===== config.mk =====
export PLATFORM = sky130hd
export DESIGN_NAME = pipeline_hazard_ctrl
export DESIGN_NICKNAME = d
export VERILOG_FILES = /design/src/rtl/pipeline_hazard_ctrl_pkg.sv /design/src/rtl/pipeline_hazard_ctrl_load_use_detect.sv /design/src/rtl/pipeline_hazard_ctrl.sv
export SDC_FILE = /design/constraint.sdc
export NUM_CORES = 1
export LEC_CHECK = 0
export ABC_AREA = 1
export CORE_ASPECT_RATIO = 1.1
export CORE_MARGIN = 3
export CORE_UTILIZATION = 30
export CTS_CLUSTER_SIZE = 16
export DETAILED_ROUTE_END_ITERATION = 10
export PLACE_DENSITY = 0.62
export SYNTH_ARGS = -nofsm -noshare
export SYNTH_HDL_FRONTEND = slang
export SYNTH_HIERARCHICAL = 1
export SYNTH_SLANG_ARGS = --single-unit

===== constraint.sdc =====
create_clock -name clk -period 2.2 [get_ports clk]
set_input_delay 0.33 -clock clk [delete_from_list [all_inputs] [get_ports clk]]
set_output_delay 0.33 -clock clk [all_outputs]
set_load 0.02 [all_outputs]

===== src/rtl/pipeline_hazard_ctrl_pkg.sv =====
// Shared types and defaults for the pipeline stall/flush controller.
// Both the top and the load-use comparator import this package.
package pipeline_ctrl_pkg;

  localparam int REG_ADDR_W_DEFAULT = 5;
  localparam int CNT_W_DEFAULT      = 16;
  localparam int MULDIV_MAX_DEFAULT = 40;

  // Architectural x0: writes to it are discarded, so it never creates a hazard
  localparam int unsigned X0_ADDR = 0;

  typedef enum logic [0:0] {
    ST_RUN         = 1'b0,
    ST_MULDIV_WAIT = 1'b1
  } ctrl_state_e;

endpackage


===== src/rtl/pipeline_hazard_ctrl_load_use_detect.sv =====
// Load-use comparator: flags an ID instruction that reads the rd of a load
// currently in EX.
module load_use_detect
  import pipeline_ctrl_pkg::*;
#(
  parameter int REG_ADDR_W = REG_ADDR_W_DEFAULT
) (
  input  logic [REG_ADDR_W-1:0] id_rs1,
  input  logic [REG_ADDR_W-1:0] id_rs2,
  input  logic                  id_uses_rs1,
  input  logic                  id_uses_rs2,
  input  logic [REG_ADDR_W-1:0] ex_write_addr,
  input  logic                  ex_mem_read,
  input  logic                  ex_reg_write_en,
  output logic                  hazard
);

  logic rd_live_s;
  logic rs1_hit_s;
  logic rs2_hit_s;

  assign rd_live_s = ex_mem_read && ex_reg_write_en &&
                     (ex_write_addr != REG_ADDR_W'(X0_ADDR));
  assign rs1_hit_s = id_uses_rs1 && (id_rs1 == ex_write_addr);
  assign rs2_hit_s = id_uses_rs2 && (id_rs2 == ex_write_addr);
  assign hazard    = rd_live_s && (rs1_hit_s || rs2_hit_s);

endmodule


===== src/rtl/pipeline_hazard_ctrl.sv =====
// Central stall/flush controller for the 5-stage pipeline: per-stage enables
// and bubbles, MUL/DIV handshake with timeout, saturating perf counters.
module pipeline_hazard_ctrl
  import pipeline_ctrl_pkg::*;
#(
  parameter int REG_ADDR_W = REG_ADDR_W_DEFAULT,
  parameter int CNT_W      = CNT_W_DEFAULT,
  parameter int MULDIV_MAX = MULDIV_MAX_DEFAULT
) (
  input  logic                  clk,
  input  logic                  reset,
  input  logic                  imem_busywait,
  input  logic                  dmem_busywait,
  input  logic [REG_ADDR_W-1:0] id_rs1,
  input  logic [REG_ADDR_W-1:0] id_rs2,
  input  logic                  id_uses_rs1,
  input  logic                  id_uses_rs2,
  input  logic [REG_ADDR_W-1:0] ex_write_addr,
  input  logic                  ex_mem_read,
  input  logic                  ex_reg_write_en,
  input  logic                  ex_branch_taken,
  input  logic                  ex_is_muldiv,
  input  logic                  muldiv_done,
  output logic                  pc_en,
  output logic                  ifid_en,
  output logic                  ifid_flush,
  output logic                  idex_en,
  output logic                  idex_flush,
  output logic                  exmem_en,
  output logic                  exmem_flush,
  output logic                  memwb_en,
  output logic                  muldiv_start,
  output logic                  muldiv_err,
  output logic [CNT_W-1:0]      stall_cnt,
  output logic [CNT_W-1:0]      flush_cnt
);

  localparam int              TMR_W    = $clog2(MULDIV_MAX + 1);
  localparam logic [TMR_W-1:0] TMR_LAST = TMR_W'(MULDIV_MAX - 1);
  localparam logic [TMR_W-1:0] TMR_ZERO = {TMR_W{1'b0}};

  ctrl_state_e      state_r, state_nxt_s;
  logic [TMR_W-1:0] timer_r, timer_nxt_s;
  logic             done_seen_r, done_seen_nxt_s;
  logic             err_r;
  logic [CNT_W-1:0] stall_cnt_r, flush_cnt_r;

  logic busy_s, hazard_s, branch_evt_s, timeout_s;
  logic pc_en_s, ifid_en_s, ifid_flush_s, idex_en_s, idex_flush_s;
  logic exmem_en_s, exmem_flush_s, memwb_en_s, start_s;

  function automatic logic [CNT_W-1:0] sat_inc(input logic [CNT_W-1:0] v);
    if (&v) begin
      return v;
    end else begin
      return v + CNT_W'(1);
    end
  endfunction

  load_use_detect #(.REG_ADDR_W(REG_ADDR_W)) u_load_use (
    .id_rs1          (id_rs1),
    .id_rs2          (id_rs2),
    .id_uses_rs1     (id_uses_rs1),
    .id_uses_rs2     (id_uses_rs2),
    .ex_write_addr   (ex_write_addr),
    .ex_mem_read     (ex_mem_read),
    .ex_reg_write_en (ex_reg_write_en),
    .hazard          (hazard_s)
  );

  assign busy_s = imem_busywait || dmem_busywait;

  // Next-state and stage-control decode for both controller states
  always_comb begin
    state_nxt_s     = state_r;
    timer_nxt_s     = timer_r;
    done_seen_nxt_s = done_seen_r;
    branch_evt_s    = 1'b0;
    timeout_s       = 1'b0;
    pc_en_s         = 1'b0;
    ifid_en_s       = 1'b0;
    ifid_flush_s    = 1'b0;
    idex_en_s       = 1'b0;
    idex_flush_s    = 1'b0;
    exmem_en_s      = 1'b0;
    exmem_flush_s   = 1'b0;
    memwb_en_s      = 1'b0;
    start_s         = 1'b0;
    case (state_r)
      ST_RUN: begin
        if (busy_s) begin
          pc_en_s = 1'b0;
        end else if (ex_branch_taken) begin
          {pc_en_s, ifid_en_s, idex_en_s, exmem_en_s, memwb_en_s} = 5'b11111;
          ifid_flush_s = 1'b1;
          idex_flush_s = 1'b1;
          branch_evt_s = 1'b1;
        end else if (ex_is_muldiv) begin
          // Hold the M op in EX; MEM/WB keeps draining the older instruction
          start_s         = 1'b1;
          memwb_en_s      = 1'b1;
          timer_nxt_s     = TMR_ZERO;
          done_seen_nxt_s = 1'b0;
          state_nxt_s     = ST_MULDIV_WAIT;
        end else if (hazard_s) begin
          idex_en_s    = 1'b1;
          idex_flush_s = 1'b1;
          exmem_en_s   = 1'b1;
          memwb_en_s   = 1'b1;
        end else begin
          {pc_en_s, ifid_en_s, idex_en_s, exmem_en_s, memwb_en_s} = 5'b11111;
        end
      end
      ST_MULDIV_WAIT: begin
        timer_nxt_s = timer_r + TMR_W'(1);
        if (busy_s) begin
          // A result arriving under busywait is remembered until memory frees up
          if (muldiv_done) begin
            done_seen_nxt_s = 1'b1;
          end else begin
            done_seen_nxt_s = done_seen_r;
          end
        end else if (muldiv_done || done_seen_r) begin
          {pc_en_s, ifid_en_s, idex_en_s, exmem_en_s, memwb_en_s} = 5'b11111;
          done_seen_nxt_s = 1'b0;
          state_nxt_s     = ST_RUN;
        end else if (timer_r == TMR_LAST) begin
          {pc_en_s, ifid_en_s, idex_en_s, exmem_en_s, memwb_en_s} = 5'b11111;
          idex_flush_s = 1'b1;
          timeout_s    = 1'b1;
          state_nxt_s  = ST_RUN;
        end else begin
          memwb_en_s    = (timer_r == TMR_ZERO);
          exmem_flush_s = (timer_r == TMR_ZERO);
        end
      end
      default: begin
        state_nxt_s = ST_RUN;
      end
    endcase
  end

  // State, wait timer, sticky error and saturating performance counters
  always_ff @(posedge clk or negedge reset) begin
    if (!reset) begin
      state_r     <= ST_RUN;
      timer_r     <= TMR_ZERO;
      done_seen_r <= 1'b0;
      err_r       <= 1'b0;
      stall_cnt_r <= {CNT_W{1'b0}};
      flush_cnt_r <= {CNT_W{1'b0}};
    end else begin
      state_r     <= state_nxt_s;
      timer_r     <= timer_nxt_s;
      done_seen_r <= done_seen_nxt_s;
      err_r       <= err_r || timeout_s;
      if (!pc_en_s) begin
        stall_cnt_r <= sat_inc(stall_cnt_r);
      end else begin
        stall_cnt_r <= stall_cnt_r;
      end
      if (branch_evt_s) begin
        flush_cnt_r <= sat_inc(flush_cnt_r);
      end else begin
        flush_cnt_r <= flush_cnt_r;
      end
    end
  end

  // Strobes are forced low for as long as reset is held
  assign pc_en        = reset && pc_en_s;
  assign ifid_en      = reset && ifid_en_s;
  assign ifid_flush   = reset && ifid_flush_s;
  assign idex_en      = reset && idex_en_s;
  assign idex_flush   = reset && idex_flush_s;
  assign exmem_en     = reset && exmem_en_s;
  assign exmem_flush  = reset && exmem_flush_s;
  assign memwb_en     = reset && memwb_en_s;
  assign muldiv_start = reset && start_s;
  assign muldiv_err   = reset && (err_r || timeout_s);
  assign stall_cnt    = stall_cnt_r;
  assign flush_cnt    = flush_cnt_r;

endmodule


Word-level counts from Yosys, hierarchy flattened
Index checks and enable logic that the tools add are counted.
Operators by class
  $add $sub $neg: 3
  $mul: 0
  div/mod/pow operators: 0
  $lt $le $gt $ge: 0
  equal/unequal tests: 8
  shift operators: 0
  mux-type cells: 51
  bitwise gates (word level): 4
  reductions and logical operators: 25
Operators by type and width (number)
  1-bit 2-to-1 mux: 41
  16-bit by 1-bit adder with 16-bit output, second input constant: 2
  16-bit AND reduction: 2
  6-bit 2-to-1 mux: 3
  1-bit logical AND: 13
  1-bit one-hot mux with 2 select lines: 6
  6-bit one-hot mux with 2 select lines: 1
  5-bit == test: 2
  6-bit by 1-bit adder with 6-bit output, second input constant: 1
  6-bit == test, second input constant: 1
  6-bit logical NOT: 1
  2-bit != test, second input constant: 3
  5-bit AND reduction: 1
  5-bit nonzero test: 1
  1-bit logical OR: 4
  1-bit NOT: 4
  2-bit AND reduction: 2
  3-bit by 1-bit != test with 1-bit output, second input constant: 1
  3-bit != test, second input constant: 1
  3-bit AND reduction: 1
Storage, ports and cells
  flip-flop bits (word level): 41
  latch bits: 0
  bits in writable memories: 0
  memory bits (read-only): 0
  input port bits: 26
  output and inout bits: 42
  word-level logic and storage cells: 97
  memories: 0

Longest topological paths before layout
Gate-level depths: netlist of run 1.
  depth in word-level cells: 11
  gate-level depth with buffers: 14
  mapped depth without buffers: 14

By module
Netlist of run 1, hierarchy kept.
By module, submodules not included
  pipeline_hazard_ctrl: instances 1, cells an instance 348, area an instance 2561.2 µm², seq. area each 1026.0 µm²
  load_use_detect: instances 1, cells an instance 55, area an instance 217.7 µm², seq. area each 0.0 µm²

Worst setup path before layout of run 1
No wires, ideal clock.
  kind: input-to-output
  start: input port ex_write_addr[4]
  end: output port pc_en
  data arrival time: 1.559 ns
  data required time: 1.870 ns
  setup slack: 0.311 ns
  stages: 10
  cells stage by stage: nor3_1 nand3_1 nand3_1 a21oi_1 nand2_1 nand3_1 nand2_1 nand3_4 nor2_1 buf_4
On the way
  word-level cells in the longest chain between the ends: 10
  elaborated cells between the ends (all ways): 14
  classes of those cells: eq/ne: 2; mux: 5; reduce/logical: 7
RTL lines
  from (decl): RTL line pipeline_hazard_ctrl.sv:18  | input logic [REG_ADDR_W-1:0] ex_write_addr,
  5-bit == test, on equally long branches: RTL line pipeline_hazard_ctrl_load_use_detect.sv:24, pipeline_hazard_ctrl_load_use_detect.sv:25
  1-bit logical AND, on equally long branches: RTL line pipeline_hazard_ctrl_load_use_detect.sv:24, pipeline_hazard_ctrl_load_use_detect.sv:25
  1-bit logical OR: RTL line pipeline_hazard_ctrl_load_use_detect.sv:26  | assign hazard = rd_live_s && (rs1_hit_s || rs2_hit_s);
  1-bit logical AND *: RTL line pipeline_hazard_ctrl_load_use_detect.sv:26
  via hazard_s: RTL line pipeline_hazard_ctrl.sv:48  | logic busy_s, hazard_s, branch_evt_s, timeout_s;
  1-bit 2-to-1 mux * (4 in a row)
  1-bit one-hot mux with 2 select lines *
  1-bit logical AND *
  to (decl): RTL line pipeline_hazard_ctrl.sv:24  | output logic pc_en,
Mark *: on every way through the listed nets, which the timed path passes. The rest lies on a longest branch.

Worst setup path in the final report of run 1
  start: input port id_rs2[2]
  end: output port ifid_en
On the way
  word-level cells in the longest chain between the ends: 10
RTL lines
  from (decl): RTL line pipeline_hazard_ctrl.sv:15  | input logic [REG_ADDR_W-1:0] id_rs2,
  5-bit == test: RTL line pipeline_hazard_ctrl_load_use_detect.sv:25  | assign rs2_hit_s = id_uses_rs2 && (id_rs2 == ex_write_addr);
  1-bit logical AND: RTL line pipeline_hazard_ctrl_load_use_detect.sv:25
  1-bit logical OR: RTL line pipeline_hazard_ctrl_load_use_detect.sv:26
  1-bit logical AND: RTL line pipeline_hazard_ctrl_load_use_detect.sv:26
  via hazard_s: RTL line pipeline_hazard_ctrl.sv:48
  1-bit 2-to-1 mux: RTL line pipeline_hazard_ctrl.sv:105  | end else if (hazard_s) begin
  1-bit 2-to-1 mux: RTL line pipeline_hazard_ctrl.sv:98  | end else if (ex_is_muldiv) begin
  1-bit 2-to-1 mux: RTL line pipeline_hazard_ctrl.sv:93  | end else if (ex_branch_taken) begin
  1-bit 2-to-1 mux: RTL line pipeline_hazard_ctrl.sv:91  | if (busy_s) begin
  1-bit one-hot mux with 2 select lines: RTL line pipeline_hazard_ctrl.sv:89  | case (state_r)
  1-bit logical AND: RTL line pipeline_hazard_ctrl.sv:172  | assign ifid_en = reset && ifid_en_s;
  to (decl): RTL line pipeline_hazard_ctrl.sv:25  | output logic ifid_en,
The timed path passes the listed nets, and every way through them passes these cells.

==> results of run 1 <==
[critical path, stage by stage]
cell,delay (ns)
clkdlybuf4s50_1,0.48
nor2_1,0.05
a21oi_1,0.11
nand3_1,0.10
a21oi_2,0.17
nand2_1,0.09
nand3_2,0.08
nand2_2,0.07
nand3_4,0.06
nor2_2,0.05
buf_6,0.14
[layer usage]
metal  wire length, microns  track usage (%)  vias up
met5                      0                0        -
met2                   3584            24.53       46
met4                     69            2.967        0
met3                    217            2.472        6
li1                       -                -     1435
met1                   3205            17.57     1208
[power by group through the flow]
stage	clock (mW)	sequential (mW)	combinational, mW
2_1_floorplan	0	1.14	0.606
3_3_place_gp	0	1.08	1.06
3_5_place_dp	0	1.08	1.09
4_1_cts	0.645	1.07	1.08
5_1_grt	0.676	1.10	1.20
6_report	0.623	1.07	1.08
[final cells by class]
| type | instances | area (sq um) |
|---|---|---|
| inverter | 46 | 177.7 |
| tap | 114 | 142.6 |
| sequential | 41 | 1026 |
| timing repair buffer | 82 | 770.7 |
| fill | 919 | 5185 |
| multi-input combinational | 310 | 1546 |
| clock buffer | 5 | 68.82 |
| clock inverter | 3 | 46.29 |
[registers in the layout, summed over array words and instances, names as in the netlist]
register and cells:
flush_cnt 16, timer_r 6, err_r 1, state_r 1
stall_cnt 16, done_seen_r 1
[repair_timing]
| action | in CTS | in global routing |
|---|---|---|
| endpoints found under the setup margin | 10 | 7 |
| pin swaps | 4 | 11 |
| hold buffers | 1 | 0 |
| resized for setup | 30 | 23 |
| hold endpoints to repair | 2 | 0 |
[synth_stat cells, types with 6 or more instances]
| cell | instances | area, sq um |
|---|---|---|
| nand2_1 | 169 | 634.4 |
| dfrtp_1 | 41 | 1026 |
| inv_1 | 39 | 146.4 |
| nor2_1 | 35 | 131.4 |
| nand3_1 | 23 | 115.1 |
| xnor2_1 | 15 | 131.4 |
| o21ai_0 | 13 | 65.06 |
| nand4_1 | 10 | 62.56 |
| a21oi_1 | 6 | 30.03 |
| nor3_1 | 6 | 30.03 |
[cell families (layout without fill, tap and decap cells)]
logic type	count (synthesis)	after routing	share of synthesized area [%]
AND/OR/NAND/NOR	262	262	41.56
buffers and inverters	52	136	8.284
flip-flops	41	41	36.92
AO/OA/AOI/OAI	26	26	5.763
XOR/XNOR	18	18	5.673
adder cells (fa/ha/maj)	4	4	1.801
[worst max path at each step]
stage                                 from      end  slack [ns]  cells past startpoint
after floorplan           ex_write_addr[4]    pc_en        0.31                     10
after global placement    ex_write_addr[4]    pc_en       -0.48                     13
after CTS                        id_rs1[2]  ifid_en       0.003                     13
after detailed placement  ex_write_addr[4]  ifid_en       -0.53                     13
after global routing            timer_r[0]  idex_en       0.006                      7
final                            id_rs2[2]  ifid_en        0.13                     11
[per-stage QoR]
| stage | instance area, sq um | power (mW) | util, % |
|---|---|---|---|
| 2_1_floorplan | 2779 | 1.742 | - |
| 3_3_place_gp | 3640 | 2.144 | 40.61 |
| 3_5_place_dp | 3640 | 2.170 | 40.61 |
| 4_1_cts | 3751 | 2.796 | 41.85 |
| 5_1_grt | 3779 | 2.975 | 42.16 |
| 6_report | 3779 | 2.772 | 42.16 |
==> results.json, run 1 <==
{
  "antenna_found_initial": 0,
  "p_per_area_nw_per_um2": 733.5,
  "setup_total_negative_slack_ns": 0,
  "finalWeightedCongestion": 0.8702,
  "dieArea_sq_um": 10460,
  "yosys_register_bits": 41,
  "syn_inst": 403,
  "cts.sinks": 41,
  "synth_edf_count": 0,
  "post-route-period-util_pct": 94.01,
  "p_clk_share_pct": 22.5,
  "vias": 2695,
  "nets": 516,
  "cts_buffer_depth": 2,
  "worstSetupPathType": "in2out",
  "seq_power_share_pct": 38.6,
  "path_max_fanout": 2,
  "die_w_microns": 97.77,
  "worst_setup_path_end_kind": "primary output",
  "rsz0062_at_grt": "no",
  "cts_tree": "yes",
  "synth.cell_area_sq_um": 2779,
  "dr.pass1.iters": 4,
  "syn_to_final_growth_pct": 35.97,
  "placedCellCount": 592,
  "p_leak_nw": 1.817,
  "switching_share_pct": 39.01,
  "seq_area_frac_synth_pct": 36.92,
  "start_kind": "input pin",
  "cp_data_required_time_ns": 1.87,
  "dp.final_hpwl_microns": 5363,
  "hold_slack_ns": 0.06376,
  "reg2reg_to": "flush_cnt[5]",
  "final_cell_mix": "nand2_1 (168), clkdlybuf4s50_1 (42), dfrtp_1 (41)",
  "status": "complete, no violations",
  "cts_setup_buffers": 0,
  "drv_slew": 0,
  "grt_pass1_wl_microns": 12040,
  "gr-total-overflow": 0,
  "internal_power_mw": 1.690,
  "p_sw_mw": 1.081,
  "core_area_sq_um": 8964,
  "first_global_vias": 2598,
  "hold_viol": 0,
  "layout_min_cycle_time_ns": 2.068,
  "peakVddDrop_mv": 0.3237,
  "htree_levels": 2,
  "p_comb_share_pct": 38.9,
  "cts_buffers": 5,
  "rows": 36,
  "io_buffers": 67,
  "synthFlopType": "dfrtp_1",
  "final_common_cell": "nand2_1",
  "ys_types": 36,
  "drt-initial-drc-count": 65,
  "num_antenna_cells": 0,
  "clock_latency_ns": 0.30,
  "io_pins": 68,
  "viasPerCell": 4.484,
  "drv_cap": 0,
  "start_util_pct": 31.00,
  "grt_max_degree": 24,
  "hold_class": "in2async",
  "worst_slack_ns": 0.1318,
  "pre_cts_ws_ns": -0.5346,
  "drive_above_1_share_pct": 12.11,
  "slew_headroom_pct": 70.63,
  "yosysWarnings": 6,
  "grtUsageTotal_pct": 13.82,
  "avgSynthCellArea_sq_um": 6.896,
  "reg2regPathDepth": 6,
  "antenna_left": 0,
  "fin_worst_skew_ns": 0.01051,
  "async_reset_ff_share_pct": 100.0,
  "final_cells": 601,
  "die_h_microns": 106.9,
  "rr_startpoint": "flush_cnt[0]",
  "drc_errors": 0,
  "wirelength_microns": 7076,
  "root_buffer": "clkbuf_8",
  "syn-num-nets": 433,
  "setup_viol": 0,
  "clk_pin_slew_ns": 0.09,
  "r2r_setup_slack_ns": 0.42,
  "max_freq_mhz": 483.5,
  "worst_slew_pin_slew_ns": 0.4372,
  "wl_per_cell_microns": 11.77,
  "crit_arrival_ns": 1.74
}
Note: power is estimated with default switching activity, not from simulation.
==> run 2: changes to the inputs <==
--- a/config.mk
+++ b/config.mk
@@ -11,8 +11,9 @@
 export CORE_UTILIZATION = 30
 export CTS_CLUSTER_SIZE = 16
 export DETAILED_ROUTE_END_ITERATION = 10
-export PLACE_DENSITY = 0.62
+export PLACE_DENSITY_LB_ADDON = 0.3
 export SYNTH_ARGS = -nofsm -noshare
 export SYNTH_HDL_FRONTEND = slang
 export SYNTH_HIERARCHICAL = 1
 export SYNTH_SLANG_ARGS = --single-unit
+export TNS_END_PERCENT = 50
==> run 2 against run 1 <==
- utilization rose by 0.13 points
- sequential cell count is the same
- highest routed layer unchanged
- largest cell class unchanged
- global-route usage up 0.087 points
- clock power up 17%
- setup slack lost 0.063 ns
==> results.json, run 2 (synthesized netlist as in run 1, its figures left out) <==
{
  "dieArea_sq_um": 10460,
  "cts_tree": "yes",
  "first_global_vias": 2671,
  "final_common_cell": "nand2_1",
  "die_w_microns": 97.77,
  "fillCellCount": 941,
  "crit_end": "pc_en",
  "power_mw": 2.875,
  "wirelength_microns": 7130,
  "finalWeightedCongestion": 0.8875,
  "worst_setup_path_end_kind": "primary output",
  "crit_start": "id_rs2[4]",
  "grt_pass1_wl_microns": 12230,
  "worstSetupPathType": "in2out",
  "htree_levels": 2,
  "drv_cap": 0,
  "drt-initial-drc-count": 68,
  "r2r_setup_slack_ns": 0.43,
  "cts_buffers": 5,
  "antenna_left": 0,
  "rsz0062_at_grt": "no",
  "path_max_fanout": 2,
  "rr_startpoint": "timer_r[0]",
  "fin_worst_skew_ns": 0.01188,
  "drv_slew": 0,
  "worst_slew_pin_slew_ns": 0.4319,
  "wl_per_cell_microns": 11.86,
  "max_freq_mhz": 469.1,
  "setup_viol": 0,
  "start_util_pct": 31.00,
  "viasPerCell": 4.634,
  "rows": 36,
  "cp_data_required_time_ns": 1.87,
  "dr.pass1.iters": 4,
  "hold_buffers": 0,
  "cts.sinks": 41,
  "start_kind": "input pin",
  "num_antenna_cells": 0,
  "root_buffer": "clkbuf_8",
  "nets": 516,
  "gr-total-overflow": 0,
  "p_leak_nw": 1.834,
  "drc_errors": 0,
  "crit_arrival_ns": 1.80,
  "status": "complete, no violations",
  "die_h_microns": 106.9,
  "p_per_area_nw_per_um2": 758.6,
  "slew_headroom_pct": 71.13,
  "antenna_found_initial": 0,
  "io_buffers": 67,
  "reg2reg_to": "stall_cnt[10]",
  "clock_latency_ns": 0.29,
  "io_pins": 68,
  "post-route-period-util_pct": 96.89,
  "peakVddDrop_mv": 0.3481,
  "cts_buffer_depth": 2,
  "final_cell_mix": "nand2_1 (168), clkdlybuf4s50_1 (42), dfrtp_1 (41)",
  "hold_class": "in2async",
  "layout_min_cycle_time_ns": 2.132,
  "clk_pin_slew_ns": 0.09,
  "drive_above_1_share_pct": 12.11,
  "syn_to_final_growth_pct": 36.38,
  "vias": 2785,
  "reg2regPathDepth": 11,
  "placedCellCount": 593,
  "final_cells": 601,
  "hold_slack_ns": 0.08501,
  "grt_max_degree": 25,
  "dp.final_hpwl_microns": 5480,
  "core_area_sq_um": 8964,
  "grtUsageTotal_pct": 13.90,
  "hold_viol": 0
}
[run 2: changes by cell type in the layout (fill, tap and decap cells not counted), moves of 2 or more]
cell,before,now
buf_4,14,16
dlygate4sd2_1,8,6
nor2_1,32,34
nor2_2,4,2
[run 2: critical path, stage by stage]
cell and delay (ns):
clkdlybuf4s50_1 0.42, inv_1 0.06, nand2_1 0.06, a21oi_2 0.13, nand3_1 0.09, a21oi_2 0.17
nand2_1 0.09, nand3_2 0.09, nand2_2 0.07, nand3_4 0.07, nor2_2 0.05, buf_4 0.16
[run 2: how the worst min path moves through the flow]
| stage | start | to | cells past startpoint |
|---|---|---|---|
| CTS | reset | flush_cnt[8] | 2 |
| global placement | reset | flush_cnt[8] | 2 |
| finish | reset | flush_cnt[15] | 2 |
| detailed placement | reset | flush_cnt[8] | 2 |
| floorplan | reset | done_seen_r | 0 |
| global route | reset | flush_cnt[8] | 2 |
[run 2: final cells by class]
cell class	count	area (sq um)	area share, %
clock buffers	5	68.82	1.816
clock inverters	3	65.06	1.717
repair buffers	82	769.5	20.30
multi-input cells	310	1540	40.64
inverters	46	177.7	4.688
flip-flops and latches	41	1026	27.07
well taps	114	142.6	3.764
[run 2: what timing repair did]
item	4_1_cts	5_1_grt
endpoints found under the setup margin	10	15
endpoints found under the hold margin	0	0
setup buffers	0	0
gates resized for setup	28	25
pin swaps	2	9
[run 2: per-stage QoR]
step	utilization, %	setup slack (ns)	instance area, sq um	setup TNS [ns]
6_report	42.28	0.06841	3790	0
5_1_grt	42.28	0.004620	3790	0
4_1_cts	42.02	0.0009237	3766	0
3_5_place_dp	40.69	-0.4884	3647	-5.183
3_3_place_gp	40.69	-0.4757	3647	-4.721
2_1_floorplan	-	0.3112	2779	0
[run 2: routing by layer]
metal | global-route usage, % | wire, microns
met1 | 17.46 | 3134
met2 | 23.95 | 3558
met3 | 3.123 | 309
met4 | 4.055 | 127
met5 | 0 | 0
[run 2: power breakdown]
group | internal (mW) | switching (mW)
sequential | 0.891 | 0.181
combinational | 0.455 | 0.615
clock | 0.451 | 0.281
==> run 3: changes to the inputs <==
--- a/config.mk
+++ b/config.mk
@@ -6,12 +6,15 @@
 export NUM_CORES = 1
 export LEC_CHECK = 0
 export ABC_AREA = 1
+export CELL_PAD_IN_SITES_DETAIL_PLACEMENT = 0
+export CELL_PAD_IN_SITES_GLOBAL_PLACEMENT = 1
 export CORE_ASPECT_RATIO = 1.1
-export CORE_MARGIN = 3
+export CORE_MARGIN = 2
 export CORE_UTILIZATION = 30
 export CTS_CLUSTER_SIZE = 16
 export DETAILED_ROUTE_END_ITERATION = 10
 export PLACE_DENSITY_LB_ADDON = 0.3
+export RECOVER_POWER = 100
 export SYNTH_ARGS = -nofsm -noshare
 export SYNTH_HDL_FRONTEND = slang
 export SYNTH_HIERARCHICAL = 1
==> run 3 against run 2 <==
- via count is 1.3% lower
- sequential share of layout area grew 0.18 points
- critical path type unchanged
- highest routed layer unchanged
- clock-buffer cell count up 2
- critical path depth is 7 lower
- register-to-register slack lost 0.14 ns
- largest power group unchanged
- global-route usage rose by 1.7 points
- largest cell class unchanged
- total power decreased by 4.3%
- sequential power barely moved
- cell count increased by 0.50%
- sequential cell count unchanged
- die area decreased by 3.9%
- fmax grew 0.35%
==> results.json, run 3 (synthesized netlist as in run 1, its figures left out) <==
{
  "cp_slowest_stage_delay_ns": 0.52,
  "hold_viol": 0,
  "multiInputGateArea_sq_um": 1538,
  "pre_cts_ws_ns": -0.4937,
  "setup_viol": 0,
  "drv_slew": 0,
  "finish.utilization_pct": 42.21,
  "io_buffers": 67,
  "fin_worst_skew_ns": 0.009136,
  "die_h_microns": 104.9,
  "clk_pin_slew_ns": 0.08,
  "regArea_sq_um": 1026,
  "finalWeightedCongestion": 0.7923,
  "worstSetupPathType": "in2out",
  "dp.final_hpwl_microns": 5467,
  "path_max_fanout": 6,
  "gr-total-overflow": 0,
  "io_pins": 68,
  "vias": 2749,
  "rsz0062_at_grt": "no",
  "placedCellCount": 595,
  "dieArea_sq_um": 10050,
  "antenna_left": 0,
  "max_freq_mhz": 470.8,
  "critPathBufInv": 4,
  "fillCellCount": 983,
  "cts_setup_buffers": 0,
  "hold_class": "reg2reg",
  "htree_levels": 2,
  "drive_above_1_share_pct": 11.43,
  "cts.sinks": 41,
  "slew_headroom_pct": 33.22,
  "crit_chain": "dlygate4sd3_1 -> buf_2 -> inv_1 -> nor4_1 -> dlygate4sd1_1",
  "peakVddDrop_mv": 0.3731,
  "slowest_stage": "dlygate4sd3_1",
  "root_buffer": "clkbuf_8",
  "final_common_cell": "nand2_1",
  "cts_tree": "yes",
  "grt_pass1_wl_microns": 12590,
  "layout_min_cycle_time_ns": 2.124,
  "setup_total_negative_slack_ns": 0,
  "path_delay_family": "buffers and inverters",
  "final_cells": 604,
  "worst_slew_pin_slew_ns": 1.002,
  "post-route-period-util_pct": 96.55,
  "p_leak_nw": 1.917,
  "drv_cap": 0,
  "cp_data_required_time_ns": 1.87,
  "num_antenna_cells": 0,
  "drt-initial-drc-count": 99,
  "rows": 36,
  "hold_slack_ns": 0.4576,
  "antenna_found_initial": 0,
  "grt_max_degree": 40,
  "drc_errors": 0,
  "start_kind": "input pin",
  "syn_to_final_growth_pct": 35.48,
  "dr.pass1.iters": 4,
  "first_global_vias": 2672,
  "wirelength_microns": 7187,
  "wl_per_cell_microns": 11.90,
  "viasPerCell": 4.551,
  "nets": 519,
  "grtUsageTotal_pct": 15.64,
  "start_util_pct": 31.16,
  "die_w_microns": 95.77,
  "p_per_area_nw_per_um2": 730.5,
  "crit_arrival_ns": 1.79,
  "cts_buffers": 5,
  "status": "complete, no violations",
  "final_cell_mix": "nand2_1 (169), dfrtp_1 (41), inv_1 (37)",
  "worst_setup_path_end_kind": "primary output",
  "core_area_sq_um": 8919,
  "cts_buffer_depth": 2,
  "clock_latency_ns": 0.30,
  "worst_slack_ns": 0.07586
}
## run 3: changes by cell type in the layout (fill, tap and decap cells not counted), sizes merged
cell	previous run	this run
clkinv	2	1
clkbuf	9	21
dlygate4sd1	0	1
clkdlybuf4s15	1	0
bufinv	2	1
dlygate4sd2	6	7
dlygate4sd3	0	33
clkdlybuf4s50	42	9
buf	19	11
## run 3: final cells by class
type | count | share of cell area [%]
clock buffer | 7 | 2.293
clock inverter | 1 | 0.7976
inverter | 46 | 4.719
multi-input combinational | 310 | 40.84
sequential | 41 | 27.25
tap | 114 | 3.789
timing repair buffer | 85 | 20.31
## run 3: metal layers
metal,share of wire (%),track usage (%)
met5,0,0
met4,0.45,3.163
met3,4.1,3.749
met2,50,26.07
met1,46,20.46
## run 3: through the flow
step	power [mW]	area, sq um
global placement	2.180	3662
global route	2.978	3765
CTS	2.865	3767
floorplan	1.742	2779
detailed placement	2.198	3662
finish	2.750	3765
## run 3: tightest hold or removal path, stage by stage (launching register included)
cell and delay, ns:
dfrtp_1 0.33, inv_1 0.04, nand2_1 0.05
## run 3: final timing paths
path,startpoint,end,slack [ns],cells after the start
setup / recovery,reset,exmem_flush,0.08,5
hold / removal,err_r,err_r,0.46,2
setup reg to reg,stall_cnt[0],stall_cnt[8],0.29,8
hold reg to reg,err_r,err_r,0.46,2
max in group asynchronous,reset,timer_r[2],0.43,4
min in group asynchronous,reset,done_seen_r,0.55,3
## run 3: report_power, final
part	total, mW	leakage [nW]	internal (mW)	switching, mW
logic	1.03	1.31	0.421	0.614
registers	1.06	0.546	0.891	0.171
clock network	0.653	0.0585	0.371	0.283
## run 3: repair_timing
item / CTS / global route
resized for setup: 28 / 29
endpoints found under the setup margin: 10 / 18
pin swaps: 1 / 10
hold buffers: 1 / 0
endpoints found under the hold margin: 2 / 0
